[config.mk]
export PLATFORM = sky130hd
export DESIGN_NAME = pista_scroller_flat
export DESIGN_NICKNAME = d
export VERILOG_FILES = /design/src/rtl/pista_scroller_if.sv /design/src/rtl/pista_scroller.sv /design/src/flat_wrapper.sv
export SDC_FILE = /design/constraint.sdc
export NUM_CORES = 1
export LEC_CHECK = 0
export CAP_MARGIN = 40
export CORE_UTILIZATION = 44
export CTS_CLUSTER_SIZE = 28
export DETAILED_ROUTE_END_ITERATION = 7
export PLACE_DENSITY = 0.8
export SETUP_SLACK_MARGIN = 0.05
export SLEW_MARGIN = 30
export SYNTH_ARGS = -nofsm -noshare
export SYNTH_HDL_FRONTEND = slang
export SYNTH_SLANG_ARGS = --single-unit
[constraint.sdc]
create_clock -name clk -period 1.3 [get_ports clk]
set_input_delay 0.26 -clock clk [delete_from_list [all_inputs] [get_ports clk]]
set_output_delay 0.26 -clock clk [all_outputs]
set_load 0.05 [all_outputs]
[src/rtl/pista_scroller_if.sv]
// Signal bundle between the scroller, its driver side and the pattern ROM.
// The scroller owns obs_sel/digits/colision/bonus_pts/game_over/dbg_state.
interface pista_scroller_if #(
    parameter int N_DIG = 4
);
    // step is a single-cycle request with no ready: it is taken only when the
    // scroller is idle, enabled and not game over, and dropped otherwise.
    logic                 en;
    logic                 step;
    logic [3:0]           rnd;
    logic [6:0]           hero_seg;
    logic [3:0]           obs_sel;
    logic [6:0]           obstaculos;
    logic [N_DIG*7-1:0]   digits;
    logic                 colision;
    logic [5:0]           bonus_pts;
    logic                 game_over;
    logic [1:0]           dbg_state;

    modport master (
        output en, step, rnd, hero_seg, obstaculos,
        input  obs_sel, digits, colision, bonus_pts, game_over, dbg_state
    );

    modport slave (
        input  en, step, rnd, hero_seg, obstaculos,
        output obs_sel, digits, colision, bonus_pts, game_over, dbg_state
    );
endinterface

[src/rtl/pista_scroller.sv]
// Track scroller: picks a ROM code per step, waits out the ROM latency, shifts
// the pattern into the digit buffer and scores digit 0. Option: PISTA_VIDAS_EN.
module pista_scroller #(
    parameter int N_DIG = 4,
    parameter int GAP   = 1,
    parameter int VIDAS = 3
) (
    input  logic             clk,
    input  logic             rst,
    pista_scroller_if.slave  bus
);
    localparam int GW = $clog2(GAP + 2);

    if (N_DIG < 2 || VIDAS < 1) begin : g_bad_cfg
        $error("pista_scroller: needs N_DIG >= 2 and VIDAS >= 1");
    end

    typedef enum logic [1:0] {
        S_IDLE  = 2'd0,
        S_WAIT1 = 2'd1,
        S_WAIT2 = 2'd2,
        S_SHIFT = 2'd3
    } state_t;

    state_t                 r_state;
    state_t                 w_next;
    logic                   w_accept;
    logic                   w_capture;
    logic                   w_shift;

    logic [3:0]             r_obs_sel;
    logic [3:0]             r_entry;
    logic [6:0]             r_cap;
    logic [N_DIG-1:0][6:0]  r_dig;
    logic [N_DIG-1:0][3:0]  r_code;
    logic [GW-1:0]          r_gap;
    logic                   r_col;
    logic [5:0]             r_bonus;
    logic                   r_go;

    logic [6:0]             w_in_pat;
    logic [3:0]             w_in_code;
    logic                   w_in_hit;
    logic                   w_in_obs;
    logic                   w_in_bonus;
    logic [5:0]             w_in_pts;
    logic                   w_unused;

`ifdef PISTA_VIDAS_EN
    localparam int LW = $clog2(VIDAS + 1);
    logic [LW-1:0]          r_lives;
`endif

    always_ff @(posedge clk) begin
        if (rst) begin
            r_state <= S_IDLE;
        end else begin
            r_state <= w_next;
        end
    end

    always_comb begin
        w_next    = r_state;
        w_accept  = 1'b0;
        w_capture = 1'b0;
        w_shift   = 1'b0;
        unique case (r_state)
            S_IDLE: begin
                if (bus.step && bus.en && !r_go) begin
                    w_accept = 1'b1;
                    w_next   = S_WAIT1;
                end
            end
            S_WAIT1: w_next = S_WAIT2;
            S_WAIT2: begin
                w_capture = 1'b1;
                w_next    = S_SHIFT;
            end
            S_SHIFT: begin
                w_shift = 1'b1;
                w_next  = S_IDLE;
            end
            default: w_next = S_IDLE;
        endcase
    end

    // The digit about to become digit 0 is the one currently held in digit 1.
    assign w_in_pat   = r_dig[1];
    assign w_in_code  = r_code[1];
    assign w_in_hit   = |(w_in_pat & bus.hero_seg);
    assign w_in_obs   = (w_in_code <= 4'd9);
    assign w_in_bonus = (w_in_code >= 4'd10) && (w_in_code <= 4'd12);

    always_comb begin
        w_in_pts = 6'd0;
        case (w_in_code)
            4'd10:   w_in_pts = 6'd10;
            4'd11:   w_in_pts = 6'd20;
            4'd12:   w_in_pts = 6'd30;
            default: w_in_pts = 6'd0;
        endcase
    end

    always_ff @(posedge clk) begin
        if (rst) begin
            r_obs_sel <= 4'd15;
            r_entry   <= 4'd15;
            r_cap     <= '0;
            r_dig     <= '0;
            r_code    <= '1;
            r_gap     <= '0;
            r_col     <= 1'b0;
            r_bonus   <= '0;
            r_go      <= 1'b0;
`ifdef PISTA_VIDAS_EN
            r_lives   <= LW'(VIDAS);
`endif
        end else begin
            r_col   <= 1'b0;
            r_bonus <= '0;

            if (w_accept) begin
                if (r_gap != '0) begin
                    r_obs_sel <= 4'd15;
                    r_entry   <= 4'd15;
                    r_gap     <= r_gap - GW'(1);
                end else begin
                    r_obs_sel <= bus.rnd;
                    r_entry   <= bus.rnd;
                end
            end

            if (w_capture) begin
                r_cap <= bus.obstaculos;
            end

            if (w_shift) begin
                for (int k = 0; k < N_DIG - 1; k++) begin
                    r_dig[k]  <= r_dig[k+1];
                    r_code[k] <= r_code[k+1];
                end
                r_dig[N_DIG-1]  <= r_cap;
                r_code[N_DIG-1] <= r_entry;

                if (w_in_obs && w_in_hit) begin
                    r_col <= 1'b1;
`ifdef PISTA_VIDAS_EN
                    if (r_lives <= LW'(1)) begin
                        r_go <= 1'b1;
                    end
                    if (r_lives != '0) begin
                        r_lives <= r_lives - LW'(1);
                    end
`else
                    r_go <= 1'b1;
`endif
                end else if (w_in_bonus && w_in_hit) begin
                    // A collected bonus leaves a blank hole at the hero.
                    r_bonus   <= w_in_pts;
                    r_dig[0]  <= 7'd0;
                    r_code[0] <= 4'd15;
                end

                if (r_entry <= 4'd12) begin
                    r_gap <= GW'(GAP);
                end
            end
        end
    end

    assign w_unused = ^r_code[0];

    assign bus.obs_sel   = r_obs_sel;
    assign bus.digits    = {r_dig[N_DIG-1:1], r_dig[0] | bus.hero_seg};
    assign bus.colision  = r_col;
    assign bus.bonus_pts = r_bonus;
    assign bus.game_over = r_go;
    assign bus.dbg_state = r_state;
endmodule

[src/flat_wrapper.sv]
// flat-port wrapper written by rule: the top's interface ports become plain ports
module pista_scroller_flat 
#(
    parameter int N_DIG = 4,
    parameter int GAP   = 1,
    parameter int VIDAS = 3
)
  (clk, rst, bus_en, bus_step, bus_rnd, bus_hero_seg, bus_obstaculos, bus_obs_sel, bus_digits, bus_colision, bus_bonus_pts, bus_game_over, bus_dbg_state);
  pista_scroller_if #(.N_DIG(N_DIG)) bus_i ();
  input  logic clk;
  input  logic rst;
  input wire logic [$bits(bus_i.en)-1:0] bus_en;
  input wire logic [$bits(bus_i.step)-1:0] bus_step;
  input wire logic [$bits(bus_i.rnd)-1:0] bus_rnd;
  input wire logic [$bits(bus_i.hero_seg)-1:0] bus_hero_seg;
  input wire logic [$bits(bus_i.obstaculos)-1:0] bus_obstaculos;
  output wire logic [$bits(bus_i.obs_sel)-1:0] bus_obs_sel;
  output wire logic [$bits(bus_i.digits)-1:0] bus_digits;
  output wire logic [$bits(bus_i.colision)-1:0] bus_colision;
  output wire logic [$bits(bus_i.bonus_pts)-1:0] bus_bonus_pts;
  output wire logic [$bits(bus_i.game_over)-1:0] bus_game_over;
  output wire logic [$bits(bus_i.dbg_state)-1:0] bus_dbg_state;
  assign bus_i.en = bus_en;
  assign bus_i.step = bus_step;
  assign bus_i.rnd = bus_rnd;
  assign bus_i.hero_seg = bus_hero_seg;
  assign bus_i.obstaculos = bus_obstaculos;
  assign bus_obs_sel = bus_i.obs_sel;
  assign bus_digits = bus_i.digits;
  assign bus_colision = bus_i.colision;
  assign bus_bonus_pts = bus_i.bonus_pts;
  assign bus_game_over = bus_i.game_over;
  assign bus_dbg_state = bus_i.dbg_state;
  pista_scroller #(.N_DIG(N_DIG), .GAP(GAP), .VIDAS(VIDAS)) u_core (.clk(clk), .rst(rst), .bus(bus_i));
endmodule
==> results.yml, run 1 <==
timing:
  final-hold-violation-count: 0
  fin_ws_ns: -0.1574
  hold_slack_ns: 0.4839
  tns_ns: -1.488
  post-route-min-period_ns: 1.457
  fmax_ghz: 0.6861
  clock-skew-final_ns: 0.009232
  final_max_slew_viol_count: 0
  setup_violations: 18
  finalCritPeriodShare_pct: 112.1
  rsz0062_at_grt: "true"
floorplan:
  ios: 64
  die_w_um: 78.63
  core-area_sq_mm: 0.005574
  rows: 27
  initial_core_util_pct: 46.35
  die_h_um: 78.63
  dieArea_sq_mm: 0.006183
pwr:
  ir_worst_vdd_mv: 1.051
  p_leak_nw: 1.578
  p_per_area_mw_per_mm2: 1252
critical_path:
  critPathSlowestCell: "a222oi_1"
  crit_family: "compound AO/OA/AOI/OAI gates"
  end_kind: "flop"
  critPathMaxStageDelay_ns: 0.42
  path_cells: "a222oi_1, nand3_1, a32o_1"
  cp-start-kind: "flop"
  critPathRequiredTime_ns: 1.53
  path_buf_inv: 0
  crit_type: "reg -> reg"
  path_max_fanout: 5
  worstPathArrival_ns: 1.69
status:
  status: "finished, violations left"
  violations: "setup timing"
grt:
  grt_pass1_vias: 2067
  antenna_found_initial: 0
  grt_max_degree: 25
  global_route.overflow_total: 0
  grtUsageTotal_pct: 21.06
  grt_pass1_wl_um: 9915
clock_tree:
  cts.sink_count: 59
  insertion_delay_ns: 0.34
  tritoncts: "built"
  ctsHtreeMaxLevel: 3
  cts_root_buffer: "clkbuf_8"
  cts_buffer_depth: 2
  cts_buffers: 9
  clk_pin_slew_ns: 0.07
yosys:
  synthTopCellsByCount: "59 x dfxtp_1, 41 x mux2i_1, 32 x nor2_1"
  mappedNetlistArea_sq_mm: 0.002584
  yosysWarnings: 0
  synthFlopType: "dfxtp_1"
  ys_top_cells_by_area: "dfxtp_1 46%, mux2i_1 16%, buf_4 8.1%"
  async_flop_share_pct: 0
  yosys.area.top_type_share_pct: 45.71
  synth_edf_count: 0
  syn_area_per_cell_sq_um: 10.09
  syn-instance-count: 256
  synth.distinct_cells: 37
  yosysTopAreaCell: "dfxtp_1"
  synth_seq_area_share_pct: 45.71
  synth_most_common_cell: "dfxtp_1"
  yosys_register_bits: 59
placed_design:
  dp_hpwl_um: 4037
  gp_congestion: 0.7919
  portBuffers: 61
  place_inst: 373
worst_hold_path:
  hp-class: "reg -> reg"
routing:
  antenna_left: 0
  drcViolationCount: 0
  drt-total-wl_um: 7221
  post_drt_wl_per_cell_um: 17.66
  first_iter_violations: 138
  vias: 2230
  drt_pass1_iterations: 5
  viasPerCell: 5.452
finish:
  final_nets: 358
  drive_above_1_share_pct: 45.10
  n_antenna_cell: 0
  syn_to_final_growth_pct: 63.49
  fin_cells: 409
run:
  maxCapViolations: 0
[kinds of logic (layout without fill, tap and decap cells)]
logic type               Yosys count  count (layout)  synth area share [%]
AND/OR/NAND/NOR                   77              77                 14.14
flip-flops                        59              59                 45.71
buffers and inverters             42             122                 10.70
multiplexers                      41              41                 15.88
AO/OA/AOI/OAI                     32              32                 11.48
adder cells (fa/ha/maj)            4               4                 1.937
other                              1               2                0.1451
[where the power goes]
| group | switching, mW | leakage (nW) | internal (mW) |
|---|---|---|---|
| sequential | 0.124 | 0.486 | 1.91 |
| clock | 0.744 | 0.102 | 0.851 |
| combinational | 0.763 | 0.991 | 0.892 |
| total | 1.63 | 1.58 | 3.66 |
[cell type report]
type	instances	area, sq um
repair buffers	103	1455
fillers	310	1350
multi-input cells	156	1266
flip-flops and latches	59	1209
clock buffers	12	166.4
well taps	72	90.09
clock inverters	4	21.27
inverters	3	16.27
[placed cells by master (no fill, tap or decap), types with 2 or more instances in the layout]
cell type / Yosys / final
a21oi_1: 2 / 2
a22oi_1: 9 / 3
a22oi_2: 0 / 6
a41oi_2: 7 / 7
and4_1: 2 / 2
buf_12: 0 / 38
buf_4: 28 / 23
buf_6: 1 / 10
buf_8: 0 / 7
clkbuf_16: 0 / 4
clkbuf_8: 0 / 10
clkdlybuf4s50_1: 0 / 14
clkinv_2: 0 / 3
conb_1: 1 / 2
dfxtp_1: 59 / 43
dfxtp_2: 0 / 13
dfxtp_4: 0 / 3
dlygate4sd2_1: 0 / 7
ha_1: 4 / 2
ha_4: 0 / 2
inv_4: 0 / 3
mux2i_1: 41 / 39
mux2i_2: 0 / 2
nand2_1: 21 / 21
nand2b_1: 2 / 2
nand3_1: 2 / 2
nand3b_1: 2 / 2
nor2_1: 32 / 29
nor2_2: 0 / 3
nor4_2: 0 / 3
o21ai_1: 0 / 4
or2_4: 0 / 7
[tightest hold or removal path: cells and delay by family, from the launching register on]
kind             cells  cell delay [ns]
AND/OR/NAND/NOR      1             0.06
flip-flops           1             0.33
multiplexers         1             0.07
[through the flow]
step | instance area [sq um] | setup WS (ns) | util (%) | power, mW
floorplan | 2679 | 0.0001829 | - | 2.858
global placement | 3621 | -0.4522 | 64.96 | 3.343
detailed placement | 3621 | -0.4826 | 64.96 | 3.371
CTS | 3999 | -0.09075 | 71.74 | 5.054
global route | 4224 | -0.2164 | 75.78 | 5.461
finish | 4224 | -0.1574 | 75.78 | 5.289
[sequential cells by signal, summed over array words and instances (netlist names)]
register	cells
u_core.w_in_code	4
u_core.w_in_pat	7
u_core.bus.colision	1
u_core.r_entry	4
u_core.r_gap	2
u_core.r_dig	7
u_core.r_cap	7
u_core.r_code	8
u_core.bus.game_over	1
u_core.bus.dbg_state	2
u_core.bus.bonus_pts	2
u_core.bus.digits	14
[what timing repair did]
item	CTS	global route
pin swaps	20	8
setup buffers	8	8
gates resized for setup	49	24
hold buffers	0	0
cloned	1	3
setup endpoints to repair	31	36
[final timing paths]
path                           start                    to  slack [ns]  depth (start not counted)
setup / recovery  u_core.w_in_pat[0]  u_core.bus.game_over       -0.16                          3
hold / removal      u_core.r_code[8]      u_core.r_code[8]        0.48                          2
setup reg to reg  u_core.w_in_pat[0]  u_core.bus.game_over       -0.16                          3
hold reg to reg     u_core.r_code[8]      u_core.r_code[8]        0.48                          2
[per-layer routing]
layer	vias up	part of all wire [%]	track usage (%)
met1	1105	43	25.25
met4	0	1.8	9.815
li1	1024	-	-
met2	86	50	34.09
met3	15	5.5	6.628
met5	-	0	0
No activity file was read; power rests on OpenSTA's default activity.
==> run 2, diff against run 1 <==
- CAP_MARGIN: 40 -> unset
- HOLD_SLACK_MARGIN: unset -> 0.05
==> results of run 2 <==
Same layout as run 1: the final DEF is identical, and so are final timing and power.
